### src/rtl/bka_pkg.sv
// -----------------------------------------------------------------------------
// bka_pkg
//   Shared definitions for the digit-serial Brent-Kung subtractor:
//   - state_t      : controller states (IDLE / CALC / DONE)
//   - WIDTH_DEF    : default operand/result width
//   - DIGIT_DEF    : default bits processed per cycle
//   - NDIG_DEF     : default number of compute cycles (WIDTH_DEF / DIGIT_DEF)
//   - CNT_W_DEF    : default width of the digit counter
//   - cnt_width()  : counter width for an arbitrary digit count
// -----------------------------------------------------------------------------
package bka_pkg;

  typedef enum logic [1:0] {
    IDLE = 2'd0,
    CALC = 2'd1,
    DONE = 2'd2
  } state_t;

  localparam int WIDTH_DEF = 16;
  localparam int DIGIT_DEF = 4;
  localparam int NDIG_DEF  = WIDTH_DEF / DIGIT_DEF;
  localparam int CNT_W_DEF = (NDIG_DEF > 1) ? $clog2(NDIG_DEF) : 1;

  // A single-digit configuration still needs a one-bit counter.
  function automatic int cnt_width(input int ndig);
    return (ndig > 1) ? $clog2(ndig) : 1;
  endfunction

endpackage

### src/rtl/bka_4_cin.sv
// -----------------------------------------------------------------------------
// bka_4_cin
//   4-bit Brent-Kung adder slice with carry-in and carry-out.
//   Ports:
//     a, b  in  4  addends
//     cin   in  1  carry into bit 0
//     s     out 4  sum
//     cout  out 1  carry out of bit 3
//   Structure: per-bit propagate/generate, a gray cell folding cin into bit 0,
//   the up-sweep (bits 1:0, 3:2, 3:0) and one down-sweep cell for bit 2:0.
// -----------------------------------------------------------------------------
module bka_4_cin (
  input  logic [3:0] a,
  input  logic [3:0] b,
  input  logic       cin,
  output logic [3:0] s,
  output logic       cout
);

  logic [3:0] g;
  logic [3:0] p;
  logic [3:0] c;
  logic       g_0c;   // group generate bits 0..-1 (cin treated as bit -1)
  logic       g_10;
  logic       g_32;
  logic       p_32;
  logic       g_30;
  logic       g_20;

  genvar gi;

  // Per-bit propagate/generate.
  generate
    for (gi = 0; gi < 4; gi++) begin : g_pg
      assign g[gi] = a[gi] & b[gi];
      assign p[gi] = a[gi] ^ b[gi];
    end
  endgenerate

  // Gray cells only need the group generate; the black cell on 3:2 also
  // forwards its group propagate to the 3:0 combine.
  assign g_0c = g[0] | (p[0] & cin);
  assign g_10 = g[1] | (p[1] & g_0c);
  assign g_32 = g[3] | (p[3] & g[2]);
  assign p_32 = p[3] & p[2];
  assign g_30 = g_32 | (p_32 & g_10);
  assign g_20 = g[2] | (p[2] & g_10);

  assign c    = {g_20, g_10, g_0c, cin};
  assign cout = g_30;

  generate
    for (gi = 0; gi < 4; gi++) begin : g_sum
      assign s[gi] = p[gi] ^ c[gi];
    end
  endgenerate

endmodule

### src/rtl/bka_sub_16_seq.sv
// -----------------------------------------------------------------------------
// bka_sub_16_seq
//   Digit-serial subtractor q = a - b (mod 2^WIDTH), computed as a + ~b + 1,
//   one DIGIT-bit slice per cycle through a single Brent-Kung slice with a
//   registered carry between slices.
//   Ports:
//     clk        in   1      clock, rising edge
//     rst_n      in   1      asynchronous active-low reset
//     in_valid   in   1      a/b valid
//     in_ready   out  1      operands accepted (IDLE only)
//     a, b       in   WIDTH  minuend, subtrahend (sampled at acceptance only)
//     out_valid  out  1      q valid, held until out_ready
//     out_ready  in   1      consumer takes q
//     q          out  WIDTH  difference
//     borrow     out  1      only with BKA_SUB_BORROW_EN: 1 when a < b
//   Optional feature macro: BKA_SUB_BORROW_EN adds the borrow port and flop.
//   Acceptance at edge T raises out_valid after edge T+NDIG.
// -----------------------------------------------------------------------------
module bka_sub_16_seq
  import bka_pkg::*;
#(
  parameter int WIDTH = WIDTH_DEF,
  parameter int DIGIT = DIGIT_DEF
) (
  input  logic             clk,
  input  logic             rst_n,
  input  logic             in_valid,
  output logic             in_ready,
  input  logic [WIDTH-1:0] a,
  input  logic [WIDTH-1:0] b,
  output logic             out_valid,
  input  logic             out_ready,
  output logic [WIDTH-1:0] q
`ifdef BKA_SUB_BORROW_EN
  ,
  output logic             borrow
`endif
);

  localparam int NDIG  = WIDTH / DIGIT;
  localparam int CNT_W = cnt_width(NDIG);

  state_t           state_reg;
  state_t           state_next;
  logic [WIDTH-1:0] a_reg;
  logic [WIDTH-1:0] nb_reg;
  logic             carry_reg;
  logic [CNT_W-1:0] count_reg;

  logic             accept;
  logic             last;
  logic [DIGIT-1:0] a_dig [NDIG];
  logic [DIGIT-1:0] nb_dig [NDIG];
  logic [DIGIT-1:0] slice_a;
  logic [DIGIT-1:0] slice_b;
  logic [DIGIT-1:0] slice_s;
  logic             slice_c;

  genvar gi;

  assign accept = (state_reg == IDLE) && in_valid;
  assign last   = (count_reg == CNT_W'(NDIG - 1));

  // ---------------- controller ----------------
  always_ff @(posedge clk or negedge rst_n) begin
    if (!rst_n) begin
      state_reg <= IDLE;
    end else begin
      state_reg <= state_next;
    end
  end

  always_comb begin
    state_next = state_reg;
    in_ready   = 1'b0;
    out_valid  = 1'b0;
    case (state_reg)
      IDLE: begin
        in_ready = 1'b1;
        if (in_valid) state_next = CALC;
      end
      CALC: begin
        if (last) state_next = DONE;
      end
      DONE: begin
        out_valid = 1'b1;
        if (out_ready) state_next = IDLE;
      end
      default: state_next = IDLE;
    endcase
  end

  // ---------------- operand / carry / count ----------------
  // b is inverted at capture and the carry preset to 1 so the slice only
  // ever adds; that is the two's-complement subtract.
  always_ff @(posedge clk or negedge rst_n) begin
    if (!rst_n) begin
      a_reg     <= '0;
      nb_reg    <= '0;
      carry_reg <= 1'b0;
      count_reg <= '0;
    end else if (accept) begin
      a_reg     <= a;
      nb_reg    <= ~b;
      carry_reg <= 1'b1;
      count_reg <= '0;
    end else if (state_reg == CALC) begin
      carry_reg <= slice_c;
      count_reg <= last ? '0 : count_reg + 1'b1;
    end
  end

  // ---------------- slice select ----------------
  generate
    for (gi = 0; gi < NDIG; gi++) begin : g_dig
      assign a_dig[gi]  = a_reg[gi*DIGIT +: DIGIT];
      assign nb_dig[gi] = nb_reg[gi*DIGIT +: DIGIT];
    end
  endgenerate

  assign slice_a = a_dig[count_reg];
  assign slice_b = nb_dig[count_reg];

  generate
    if (DIGIT == 4) begin : g_bk
      bka_4_cin u_slice (
        .a    (slice_a),
        .b    (slice_b),
        .cin  (carry_reg),
        .s    (slice_s),
        .cout (slice_c)
      );
    end else begin : g_plain
      // Non-default digit sizes fall back to a behavioural adder.
      assign {slice_c, slice_s} = {1'b0, slice_a} + {1'b0, slice_b}
                                + {{DIGIT{1'b0}}, carry_reg};
    end
  endgenerate

  // ---------------- result digits ----------------
  // Each digit owns its register so only the addressed one toggles per cycle.
  generate
    for (gi = 0; gi < NDIG; gi++) begin : g_q
      logic [DIGIT-1:0] q_dig_reg;
      always_ff @(posedge clk or negedge rst_n) begin
        if (!rst_n) begin
          q_dig_reg <= '0;
        end else if ((state_reg == CALC) && (count_reg == CNT_W'(gi))) begin
          q_dig_reg <= slice_s;
        end
      end
      assign q[gi*DIGIT +: DIGIT] = q_dig_reg;
    end
  endgenerate

`ifdef BKA_SUB_BORROW_EN
  // Final carry 0 means a < b; captured as the last slice completes.
  logic borrow_reg;
  always_ff @(posedge clk or negedge rst_n) begin
    if (!rst_n) begin
      borrow_reg <= 1'b0;
    end else if ((state_reg == CALC) && last) begin
      borrow_reg <= ~slice_c;
    end
  end
  assign borrow = borrow_reg;
`endif

endmodule

### config.mk
export PLATFORM = sky130hd
export DESIGN_NAME = bka_sub_16_seq
export DESIGN_NICKNAME = d
export VERILOG_FILES = /design/src/rtl/bka_pkg.sv /design/src/rtl/bka_4_cin.sv /design/src/rtl/bka_sub_16_seq.sv
export SDC_FILE = /design/constraint.sdc
export NUM_CORES = 1
export LEC_CHECK = 0
export ABC_CLOCK_PERIOD_IN_PS = 5000
export CAP_MARGIN = 20
export CORE_UTILIZATION = 53
export CTS_CLUSTER_SIZE = 20
export DETAILED_ROUTE_END_ITERATION = 8
export PLACE_DENSITY = 0.92
export SLEW_MARGIN = 20
export SYNTH_ARGS = -nofsm -noshare
export SYNTH_HDL_FRONTEND = slang
export SYNTH_SLANG_ARGS = --single-unit
### constraint.sdc
create_clock -name clk -period 5 [get_ports clk]
set_input_delay 1 -clock clk [delete_from_list [all_inputs] [get_ports clk]]
set_output_delay 1 -clock clk [all_outputs]
set_load 0.005 [all_outputs]
==> impl_metrics.yaml <==
placement:
  portBuffers: 53
  place_congestion: 0.7335
  dp_slack_ns: 2.071
  dp_hpwl_um: 2994
critical_path:
  critPathCaptureType: "flop"
  path_class: "reg2reg"
  path_cells: "mux4_2 -> inv_1 -> fa_1 -> fa_1 -> fa_1 -> xor2_1 -> o21ai_0"
  critPathMaxStageDelay_ns: 0.74
  cp_slowest_cell: "dfrtp_1"
  crit_fanout: 13
  worst-path-buf-inv: 1
  arrival_ns: 3.02
  cp_common_cell: "fa_1"
  cpLargestDelayFamily: "adder cells"
  crit_path_start_kind: "flop"
  cp-startpoint: "count_reg[0]"
  reg2reg_from: "count_reg[0]"
  worstPathRequired_ns: 5.19
die:
  row_count: 24
  ios: 54
  die_y_um: 69.03
  start_util_pct: 55.06
  die_area_mm2: 0.004764
  fp.coreArea_mm2: 0.004324
  die_w_um: 69.03
grt:
  grt.total_usage_pct: 18.71
  antenna_found_initial: 0
  grt_pass1_wl_um: 7086
  grt_max_degree: 54
  grt-ovfl-total: 0
  grt_pass1_vias: 1577
routing:
  drc: 1
  dr.pass1.iters: 6
  via_count: 1550
  drt_iter0_drc: 96
  detail_route.wl_per_cell_um: 13.91
  ant_nets: 0
  wirelength_um: 4076
  avgViaCountPerCell: 5.290
sta:
  slew_headroom_pct: 55.67
  finalCriticalPeriod_ns: 2.830
  final.period_utilization_pct: 56.60
  slew_viol_final: 0
  hold_viol: 0
  skew_ns: 0.007994
  setup_slack_ns: 2.170
  tightest_slew_ns: 0.6650
  grt_setup_unrepaired: "no"
  tns_ns: 0
  setup_viol: 0
  max_freq_mhz: 353.4
hold_path:
  hold_start: "nb_reg[3]"
  holdCritPathClass: "reg2reg"
cells_and_area:
  finish.utilization_pct: 69.44
  drive_above_1_share_pct: 14.11
  final_common_cell: "dfrtp_1"
  final_nets: 285
  antenna_cells: 0
  layout_common_cells: "dfrtp_1 (53), clkdlybuf4s50_1 (52), o21ai_0 (36)"
  syn_to_final_growth_pct: 26.12
yosys:
  syn_nets: 234
  synth_edf_count: 0
  synth_cells: 189
  syn_avg_cell_area_um2: 12.60
  netlist_area_mm2: 0.002381
  async_reset_ff_share_pct: 100.0
  ys_ff_latch: 53
  ys_warn_count: 0
  ys.flop_type: "dfrtp_1"
  synth.distinct_cells: 21
  seq_area_frac_synth_pct: 55.70
cts:
  hold_buffers: 0
  clk_latency_ns: 0.31
  cts_tree: "yes"
  clk_pin_slew_worst_paths_ns: 0.10
  cts_buffers: 5
  cts_htree_levels: 2
  cts_setup_buffers: 0
  cts_resized: 0
  clock-root-buffer: "clkbuf_8"
  cts.path.max_buffers: 2
  clock_sinks: 53
pwr:
  irDropWorstVdd_v: 0.0003531
  p_leak_nw: 1.367
  p_total_mw: 2.007
  power_density_mw_per_mm2: 668.5
outcome:
  violations: "design-rule violations"
  status: "finished, violations left"
job:
  maxCapViolCount: 0
synth_stat cells, types with 3 or more instances:
master / n / share of area (%)
dfrtp_1: 53 / 56
nand2_1: 32 / 5.0
clkbuf_1: 4 / 0.63
ha_1: 6 / 3.2
o21ai_0: 36 / 7.6
buf_6: 4 / 1.9
nand3b_1: 4 / 1.3
mux2_4: 14 / 8.8
fa_1: 3 / 2.5
mux4_2: 8 / 7.6
inv_1: 11 / 1.7
cell families (layout without fill, tap and decap cells):
kind of cell    after synthesis  after routing  synth area share (%)
compound gates               38             38                 8.250
xor+xnor                      1              1                0.3679
fa+ha+maj                     9              9                 5.675
buf+inv                      20             72                 4.466
flops                        53             53                 55.70
mux                          24             24                 17.34
simple gates                 44             44                 8.198
metrics by stage:
| step | area [um2] | std cells | hold slack (ns) |
|---|---|---|---|
| finish | 3003 | 293 | 0.4866 |
| global route | 3003 | 293 | 0.5057 |
| global placement | 2907 | 285 | 0.4560 |
| floorplan | 2381 | 189 | 0.4446 |
| detailed placement | 2907 | 285 | 0.4666 |
| CTS | 2998 | 293 | 0.4865 |
final timing paths:
kind                                  endpoint  slack, ns  depth (start not counted)
setup reg to reg           g_q[1].q_dig_reg[3]       2.17                          7
setup / recovery           g_q[1].q_dig_reg[3]       2.17                          7
min in group asynchronous  g_q[2].q_dig_reg[0]       0.71                          1
hold reg to reg                      nb_reg[3]       0.49                          2
hold / removal                       nb_reg[3]       0.49                          2
max in group asynchronous             a_reg[9]       3.86                          1
where the power goes:
part | switching (mW) | internal [mW]
logic | 0.439 | 0.535
clock network | 0.138 | 0.0994
registers | 0.153 | 0.642
tightest hold or removal path: stages, from the launching register on:
cell,delay (ns)
dfrtp_1,0.35
nand2_1,0.05
o21ai_0,0.06
per-layer routing:
| layer | vias to the layer above | global-route usage [%] | share of wire (%) |
|---|---|---|---|
| li1 | 746 | - | - |
| met1 | 757 | 24.59 | 45 |
| met2 | 42 | 30.64 | 50 |
| met3 | 5 | 3.655 | 4.1 |
| met4 | 0 | 7.710 | 1.1 |
| met5 | - | 0 | 0 |
cell type report:
cell class	instances	area (um2)
timing repair buffer	53	528.0
clock buffer	5	68.82
inverter	11	41.29
sequential	53	1326
clock inverter	3	22.52
multi-input combinational	116	950.9
tap	52	65.06
fill	327	1321
Note: power is estimated with default switching activity, not from simulation.
